$ cat config.mk
export PLATFORM = sky130hd
export DESIGN_NAME = disp_hole_fill
export DESIGN_NICKNAME = d
export VERILOG_FILES = /design/src/rtl/disp_hole_fill.sv
export SDC_FILE = /design/constraint.sdc
export NUM_CORES = 1
export LEC_CHECK = 0
export BUFFER_PORTS_ARGS = -buffer_cell sky130_fd_sc_hd__buf_2
export CORE_MARGIN = 2
export CORE_UTILIZATION = 45
export DETAILED_ROUTE_END_ITERATION = 12
export HOLD_SLACK_MARGIN = 0.1
export PLACE_DENSITY = 0.63
export SYNTH_ARGS = -nofsm -noshare
export SYNTH_HDL_FRONTEND = slang
export SYNTH_SLANG_ARGS = --single-unit
$ cat constraint.sdc
create_clock -name clk -period 3.59 [get_ports clk]
set_input_delay 0.359 -clock clk [delete_from_list [all_inputs] [get_ports clk]]
set_output_delay 0.359 -clock clk [all_outputs]
set_load 0.05 [all_outputs]
$ cat src/rtl/disp_hole_fill.sv
// disp_hole_fill: streaming scanline hole filler ahead of the median filter.
// Optional build macro HOLE_FILL_RUNLIMIT_EN: runs longer than MAX_RUN are zero-filled.
module disp_hole_fill #(
   parameter int               WIDTH   = 9,
   parameter logic [WIDTH-1:0] INVALID = {WIDTH{1'b1}},
   parameter int               MAX_RUN = 32
) (
   input  logic             clk,
   input  logic             rst,
   input  logic             clken,
   input  logic             enable,
   input  logic [10:0]      width,
   input  logic [WIDTH-1:0] disp_in,
   input  logic             valid_in,
   output logic             in_ready,
   output logic [WIDTH-1:0] disp_hole,
   output logic             valid_final_hole,
   output logic             flag
);

`ifdef HOLE_FILL_RUNLIMIT_EN
   localparam bit RUN_LIMIT = 1'b1;
`else
   localparam bit RUN_LIMIT = 1'b0;
`endif

   typedef enum logic [1:0] {
      ST_PASS    = 2'd0,
      ST_COLLECT = 2'd1,
      ST_FLUSH   = 2'd2
   } state_t;

   state_t           state_r, state_s;
   logic [10:0]      col_r, col_s;
   logic [10:0]      row_width_r, row_width_s;
   logic [10:0]      run_cnt_r, run_cnt_s;
   logic [WIDTH-1:0] left_val_r, left_val_s;
   logic [WIDTH-1:0] term_r, term_s;
   logic [WIDTH-1:0] fill_r, fill_s;
   logic             left_valid_r, left_valid_s;
   logic             term_pending_r, term_pending_s;
   logic             row_end_pend_r, row_end_pend_s;
   logic [WIDTH-1:0] disp_hole_s;
   logic             valid_s;
   logic             flag_s;

   logic             xfer_s;
   logic             row_start_s;
   logic             row_end_s;
   logic             is_hole_s;
   logic             left_ok_s;
   logic [10:0]      eff_width_s;

   function automatic logic [WIDTH-1:0] min_left(input logic [WIDTH-1:0] l,
                                                 input logic [WIDTH-1:0] t);
      if (t < l) min_left = t;
      else       min_left = l;
   endfunction

   function automatic logic [WIDTH-1:0] limit_fill(input logic [10:0]      run,
                                                   input logic [WIDTH-1:0] val);
      if (RUN_LIMIT && (run > 11'(MAX_RUN))) limit_fill = {WIDTH{1'b0}};
      else                                   limit_fill = val;
   endfunction

   assign in_ready    = (state_r != ST_FLUSH);
   assign xfer_s      = clken & valid_in & in_ready;
   assign row_start_s = (col_r == 11'd0);
   // Row width is latched on column 0, but that pixel itself must already see it.
   assign eff_width_s = row_start_s ? width : row_width_r;
   assign row_end_s   = (col_r == (eff_width_s - 11'd1));
   assign is_hole_s   = (disp_in == INVALID);
   assign left_ok_s   = left_valid_r & ~row_start_s;

   // Next-state, column tracking and output selection
   always_comb begin
      state_s        = state_r;
      col_s          = col_r;
      row_width_s    = row_width_r;
      run_cnt_s      = run_cnt_r;
      left_val_s     = left_val_r;
      left_valid_s   = left_valid_r;
      term_s         = term_r;
      term_pending_s = term_pending_r;
      fill_s         = fill_r;
      row_end_pend_s = row_end_pend_r;
      disp_hole_s    = disp_hole;
      valid_s        = 1'b0;
      flag_s         = 1'b0;

      if (xfer_s) begin
         col_s = row_end_s ? 11'd0 : (col_r + 11'd1);
         if (row_start_s) begin
            row_width_s  = width;
            left_valid_s = 1'b0;
         end else begin
            row_width_s  = row_width_r;
         end
      end else begin
         col_s = col_r;
      end

      case (state_r)
         ST_PASS: begin
            if (xfer_s) begin
               if (!enable || !is_hole_s) begin
                  disp_hole_s  = disp_in;
                  valid_s      = 1'b1;
                  flag_s       = row_end_s;
                  left_val_s   = disp_in;
                  left_valid_s = 1'b1;
               end else if (row_end_s) begin
                  run_cnt_s      = 11'd1;
                  term_pending_s = 1'b0;
                  row_end_pend_s = 1'b1;
                  fill_s         = limit_fill(11'd1, left_ok_s ? left_val_r : {WIDTH{1'b0}});
                  state_s        = ST_FLUSH;
               end else begin
                  run_cnt_s = 11'd1;
                  state_s   = ST_COLLECT;
               end
            end else begin
               state_s = ST_PASS;
            end
         end
         ST_COLLECT: begin
            if (xfer_s) begin
               if (!is_hole_s) begin
                  term_s         = disp_in;
                  term_pending_s = 1'b1;
                  row_end_pend_s = row_end_s;
                  fill_s         = limit_fill(run_cnt_r,
                                     left_ok_s ? min_left(left_val_r, disp_in) : disp_in);
                  state_s        = ST_FLUSH;
               end else if (row_end_s) begin
                  run_cnt_s      = run_cnt_r + 11'd1;
                  term_pending_s = 1'b0;
                  row_end_pend_s = 1'b1;
                  fill_s         = limit_fill(run_cnt_r + 11'd1,
                                     left_ok_s ? left_val_r : {WIDTH{1'b0}});
                  state_s        = ST_FLUSH;
               end else begin
                  run_cnt_s = run_cnt_r + 11'd1;
               end
            end else begin
               state_s = ST_COLLECT;
            end
         end
         ST_FLUSH: begin
            if (clken) begin
               valid_s = 1'b1;
               if (run_cnt_r != 11'd0) begin
                  disp_hole_s = fill_r;
                  run_cnt_s   = run_cnt_r - 11'd1;
                  if ((run_cnt_r == 11'd1) && !term_pending_r) begin
                     flag_s  = row_end_pend_r;
                     state_s = ST_PASS;
                  end else begin
                     flag_s  = 1'b0;
                  end
               end else begin
                  // Terminating valid pixel becomes the new left neighbour.
                  disp_hole_s    = term_r;
                  flag_s         = row_end_pend_r;
                  left_val_s     = term_r;
                  left_valid_s   = 1'b1;
                  term_pending_s = 1'b0;
                  state_s        = ST_PASS;
               end
            end else begin
               state_s = ST_FLUSH;
            end
         end
         default: begin
            state_s = ST_PASS;
         end
      endcase
   end

   // State and registered outputs
   always_ff @(posedge clk or posedge rst) begin
      if (rst) begin
         state_r          <= ST_PASS;
         col_r            <= 11'd0;
         row_width_r      <= 11'd0;
         run_cnt_r        <= 11'd0;
         left_val_r       <= {WIDTH{1'b0}};
         left_valid_r     <= 1'b0;
         term_r           <= {WIDTH{1'b0}};
         term_pending_r   <= 1'b0;
         fill_r           <= {WIDTH{1'b0}};
         row_end_pend_r   <= 1'b0;
         disp_hole        <= {WIDTH{1'b0}};
         valid_final_hole <= 1'b0;
         flag             <= 1'b0;
      end else begin
         state_r          <= state_s;
         col_r            <= col_s;
         row_width_r      <= row_width_s;
         run_cnt_r        <= run_cnt_s;
         left_val_r       <= left_val_s;
         left_valid_r     <= left_valid_s;
         term_r           <= term_s;
         term_pending_r   <= term_pending_s;
         fill_r           <= fill_s;
         row_end_pend_r   <= row_end_pend_s;
         disp_hole        <= disp_hole_s;
         valid_final_hole <= valid_s;
         flag             <= flag_s;
      end
   end

endmodule

==> impl_metrics.toml, run 1 <==
[setup_path]
endpoint_kind = "flip-flop"
rr_endpoint = "fill_r[1]$_DFFE_PP0P_"
crit_path_start_kind = "flip-flop"
rr_startpoint = "col_r[0]$_DFFE_PP0P_"
r2r_setup_slack_ns = -0.005
required_ns = 3.83
crit_type = "reg -> reg"
crit_fanout = 5
critPathArrivalTime_ns = 3.84
ff2ff_path_depth = 15

[layout]
final_cell_mix = "dfrtp_1 (76), nand2_1 (51), nor2_1 (40), buf_2 (36), buf_4 (29)"
drive_gt1_share_pct = 25.1
instances_no_fill = 738
final_nets = 638
syn_to_final_growth_pct = 16.0
final_area_mm2 = 0.00586
antenna_cells = 0
layout_commonest_cell = "dfrtp_1"
fill_cells = 985

[floorplanning]
core_area_mm2 = 0.0109
die_x_um = 110
die_h_um = 110
die_area_mm2 = 0.0121
start_util_pct = 46.4
io_pins = 37
rows = 38

[global_routing]
grt_overflow = 0
grt_pass1_wl_um = 21800
antenna_found_initial = 0
grt_usage_pct = 23.2
grt_start_max_net_pins = 55
grt_pass1_vias = 4444

[sta]
worst_pin_slew_ns = 1.03
setup_viol = 2
fin_crit_sh_pct = 100
hold_viol_final = 0
clock.fmax_ghz = 0.278
period_minus_slack_ns = 3.60
drv_slew = 0
fin_skew_ns = 0.0110
slew-limit-headroom_pct = 31.0
grt_setup_unrepaired = "yes"
layout_setup_ws_ns = -0.00525

[routing]
drc = 0
viasPerCell = 6.12
first_pass_iters = 5
initialDrtViolationCount = 342
routed_wl_um = 13400
wl_per_cell_um = 18.1
vias = 4516
ant_nets = 0

[clock_tree]
cts-root-buf = "clkbuf_8"
clk_latency_ns = 0.36
postCtsHoldBufs = 0
clk_pin_slew_ns = 0.08
clock_tree.buffer_depth = 2
numCtsBuffers = 9
cts_tree = "yes"
cts_max_level = 3
cts.sinks = 76

[synth]
synth_edf_count = 0
yosys_warnings = 0
syn_inst = 544
synth_seq_cells = 76
synth-main-ff-cell = "dfrtp_1"
ys_seq_area_share_pct = 37.6
syn_nets = 588
syn_area_mm2 = 0.00505
ys_async_sr_fraction_pct = 100
synth_cell_types = 75
syn_area_per_cell_um2 = 9.29

[worst_hold_path]
hold_path_class = "in -> async"

[power_and_ir_drop]
ir_drop_mv = 0.476
p_per_area_mw_per_mm2 = 691
leakage_nw = 2.65

[run_status]
failed_checks = "negative setup slack"
status = "finished, violations left"

[placement]
gp_congestion = 0.856
postPlaceCellArea_mm2 = 0.00547
placed_cells = 714
hpwlAfterDp_um = 9160
io_buffer_count = 36

[run]
max_cap_viol_count = 0
power breakdown:
group | internal, W | total, W | switching [W]
Sequential | 0.00114 | 0.00140 | 0.000260
Clock | 0.000340 | 0.000666 | 0.000326
Combinational | 0.000785 | 0.00199 | 0.00121
cell families (layout without fill, tap and decap cells):
logic type	count (synthesis)	in the layout	synth area share, %
fa+ha+maj	19	19	4.70
compound gates	151	152	22.6
mux	37	37	7.80
buf+inv	59	112	5.00
xor+xnor	15	15	2.90
simple gates	187	187	19.3
flops	76	76	37.6
area by class of cell:
| type | count | area (µm²) | share of cell area (%) |
|---|---|---|---|
| multi-input cells | 410 | 3040 | 51.8 |
| clock inverters | 3 | 46.3 | 0.790 |
| inverters | 27 | 103 | 1.75 |
| well taps | 140 | 175 | 2.99 |
| repair buffers | 70 | 454 | 7.75 |
| flip-flops and latches | 76 | 1900 | 32.4 |
| clock buffers | 12 | 145 | 2.48 |
Yosys cell counts (11+ instances only):
master | n | area [µm²]
dfrtp_1 | 76 | 1900
nand2_1 | 51 | 191
nor2_1 | 40 | 150
inv_1 | 27 | 101
o21ai_0 | 26 | 130
a21oi_1 | 24 | 120
clkbuf_1 | 23 | 86.3
nand3_1 | 22 | 110
ha_1 | 19 | 238
mux2_2 | 19 | 214
mux2i_1 | 18 | 180
o21a_1 | 11 | 82.6
flip-flops by register name, summed over array words and instances, names as in the netlist, 2 cells and up:
name	cells
term_r	9
run_cnt_r	11
fill_r	9
disp_hole	9
state_r	2
left_val_r	9
col_r	11
row_width_r	11
worst max path at each step:
stage,from,to,slack (ns),cells after the start
final,col_r[0]$_DFFE_PP0P_,fill_r[1]$_DFFE_PP0P_,-0.005,15
after global routing,col_r[1]$_DFFE_PP0P_,state_r[1]$_DFFE_PP0P_,-0.21,16
after floorplan,col_r[0]$_DFFE_PP0P_,fill_r[1]$_DFFE_PP0P_,-0.03,15
after detailed placement,col_r[1]$_DFFE_PP0P_,fill_r[7]$_DFFE_PP0P_,-0.14,14
after CTS,col_r[1]$_DFFE_PP0P_,col_r[4]$_DFFE_PP0P_,0.005,15
after global placement,col_r[1]$_DFFE_PP0P_,fill_r[8]$_DFFE_PP0P_,0.01,14
worst max-delay path: stages, from the launching register on:
cell and delay, ns:
dfrtp_1 0.39, inv_1 0.09, ha_4 0.13, or4b_4 0.51, o31ai_4 0.26, and2_1 0.17, ha_2 0.24, xor3_1 0.25
a31oi_1 0.19, o221ai_2 0.16, o41ai_4 0.09, nand4_2 0.24, nor3_4 0.17, buf_6 0.15, a21boi_2 0.10, a221o_1 0.34
stage by stage:
step / total power [W] / utilization (%) / hold WS [ns] / setup slack (ns) / setup TNS, ns
4_1_cts: 0.00403 / 52.3 / 0.201 / 0.00486 / 0
2_1_floorplan: 0.00285 / - / 0.456 / -0.0308 / -0.277
6_report: 0.00405 / 53.8 / 0.173 / -0.00525 / -0.00633
3_3_place_gp: 0.00330 / 50.3 / 0.470 / 0.0134 / 0
3_5_place_dp: 0.00334 / 50.3 / 0.493 / -0.140 / -1.25
5_1_grt: 0.00436 / 53.8 / 0.248 / -0.212 / -2.62
timing repair:
action                                  CTS  global route
buffers inserted                          0             9
gates resized for setup                   5            21
endpoints found under the setup margin   14            25
pin swaps                                 0             5
cloned                                    0             1
routing by layer:
metal	track usage [%]	share of wire (%)	vias up
met5	0	0	-
met4	8.41	2.1	0
met3	4.06	4.2	25
met2	39.0	50	136
met1	30.1	44	2232
li1	-	-	2123
Power figures use the tool's default switching activity.
==> run 2: changes to the inputs <==
--- a/config.mk
+++ b/config.mk
@@ -14,3 +14,4 @@
 export SYNTH_ARGS = -nofsm -noshare
 export SYNTH_HDL_FRONTEND = slang
 export SYNTH_SLANG_ARGS = --single-unit
+export TNS_END_PERCENT = 10
==> run 2 against run 1 <==
Against the previous run: the run now ends clean; critical path depth rose by 1; die area did not move; clock power fell by 11%; first-iteration DRC count rose by 1.5%; via count fell by 0.80%; sequential power barely moved; design area fell by 2.0%; global-route usage rose by 0.59 points; critical endpoint is now col_r[0]$_DFFE_PP0P_; largest power group unchanged; highest routed layer unchanged.
==> impl_metrics.toml, run 2 (synthesis gave the netlist of run 1 again) <==
[floorplanning]
core_area_mm2 = 0.0109
io_pins = 37
start_util_pct = 46.4
die_area_mm2 = 0.0121
rows = 38
die_h_um = 110
die_x_um = 110

[clock_tree]
numCtsBuffers = 9
cts_max_level = 3
clock_tree.buffer_depth = 2
clk_pin_slew_ns = 0.08
cts.sinks = 76
cts_tree = "yes"
clk_latency_ns = 0.36
cts-root-buf = "clkbuf_8"
postCtsHoldBufs = 0

[power_and_ir_drop]
ir_drop_mv = 0.406
pwr-share-seq_pct = 35.1
switching_share_pct = 45.0
total_power_w = 0.00397
power_frac_clock_pct = 14.9
p_sw_w = 0.00179
leakage_nw = 2.59
power_frac_comb_pct = 50.0
p_per_area_mw_per_mm2 = 691
internal_power_w = 0.00218

[routing]
viasPerCell = 6.12
routed_wl_um = 13600
initialDrtViolationCount = 347
first_pass_iters = 5
ant_nets = 0
wl_per_cell_um = 18.6
drc = 0
vias = 4480

[placement]
hpwlAfterDp_um = 9350
io_buffer_count = 36
pre_cts_slack_ns = -0.0885
gp_congestion = 0.922

[sta]
drv_slew = 0
fin_skew_ns = 0.00908
setup_viol = 0
slew-limit-headroom_pct = 34.3
worst_pin_slew_ns = 0.986
period_minus_slack_ns = 3.59
hold_viol_final = 0
worst_hold_slack_ns = 0.181
layout_setup_ws_ns = 0.00101
clock.fmax_ghz = 0.279
grt_setup_unrepaired = "yes"
fin_crit_sh_pct = 100

[setup_path]
r2r_setup_slack_ns = 0.001
crit_type = "reg -> reg"
ff2ff_path_depth = 16
endpoint_kind = "flip-flop"
critPathArrivalTime_ns = 3.85
crit_path_start_kind = "flip-flop"
crit_fanout = 9
required_ns = 3.85

[layout]
final_nets = 632
drive_gt1_share_pct = 23.6
syn_to_final_growth_pct = 13.7
fin_util_pct = 52.8
antenna_cells = 0
final_cell_mix = "dfrtp_1 (76), nand2_1 (51), nor2_1 (40), buf_2 (36), buf_4 (27)"
largestRegisters = "col_r (11), row_width_r (11), run_cnt_r (11)"
layout_commonest_cell = "dfrtp_1"

[run]
max_cap_viol_count = 0

[global_routing]
grt_usage_pct = 23.8
grt_start_max_net_pins = 55
grt_overflow = 0
antenna_found_initial = 0
grt_pass1_vias = 4401
grt_pass1_wl_um = 22100

[worst_hold_path]
hold_path_class = "in -> async"

[run_status]
status = "complete, no violations"
## run 2: cell types whose count changed in the layout (fill, tap and decap cells not counted), moves of 2 or more
cell,previous run,this run
o221ai_1,1,3
buf_4,29,27
mux2i_2,2,0
o221ai_2,3,1
buf_6,5,1
clkinv_2,1,3
or4_4,3,1
mux2i_1,16,18
## run 2: path summary, 6_finish.rpt
kind	start	end
setup reg to reg	col_r[1]$_DFFE_PP0P_	col_r[0]$_DFFE_PP0P_
max in group asynchronous	rst	row_width_r[6]$_DFFE_PP0P_
hold reg to reg	term_pending_r$_DFFE_PP0P_	term_pending_r$_DFFE_PP0P_
hold / removal	rst	col_r[10]$_DFFE_PP0P_
min in group clk	width[10]	row_width_r[10]$_DFFE_PP0P_
setup / recovery	col_r[1]$_DFFE_PP0P_	col_r[0]$_DFFE_PP0P_
## run 2: worst max-delay path, stage by stage, from the launching register on
cell and delay (ns):
dfrtp_1 0.39, inv_2 0.08, ha_4 0.12, or4b_4 0.49
o31ai_2 0.27, and2_1 0.17, ha_2 0.24, nand2b_4 0.07
or2_4 0.22, mux2i_1 0.17, xnor2_1 0.20, nand4_4 0.16
buf_4 0.19, nor3_4 0.33, buf_4 0.18, nor3_1 0.04
a21o_1 0.16
## run 2: final cells by class
cell class | instances | area [µm²]
sequential | 76 | 1900
timing repair buffer | 64 | 394
inverter | 27 | 103
tap | 140 | 175
clock inverter | 4 | 26.3
fill | 987 | 5140
clock buffer | 11 | 141
multi-input combinational | 410 | 3010
## run 2: power by group through the flow
stage	registers, W	logic [W]	clock network [W]
floorplan	0.00152	0.00133	0
global placement	0.00139	0.00190	0
detailed placement	0.00140	0.00195	0
CTS	0.00139	0.00196	0.000615
global route	0.00144	0.00220	0.000650
finish	0.00139	0.00198	0.000593
## run 2: stage by stage
step	area, µm²	instances	TNS [ns]
2_1_floorplan	5070	544	-0.281
3_3_place_gp	5460	713	0
3_5_place_dp	5460	713	-0.815
4_1_cts	5640	728	0
5_1_grt	5750	732	-2.36
6_report	5750	732	0
## run 2: timing repair
action,4_1_cts,5_1_grt
hold endpoints to repair,0,0
buffers inserted,0,3
gates resized for setup,3,13
gates cloned,0,1
pin swaps,1,6
setup endpoints to repair,14,25
## run 2: routing by layer
layer | global-route usage (%) | part of all wire [%] | up-vias
met5 | 0 | 0 | -
met3 | 4.35 | 3.8 | 25
met4 | 10.4 | 2.2 | 0
met1 | 30.0 | 45 | 2202
li1 | - | - | 2122
met2 | 40.1 | 49 | 131
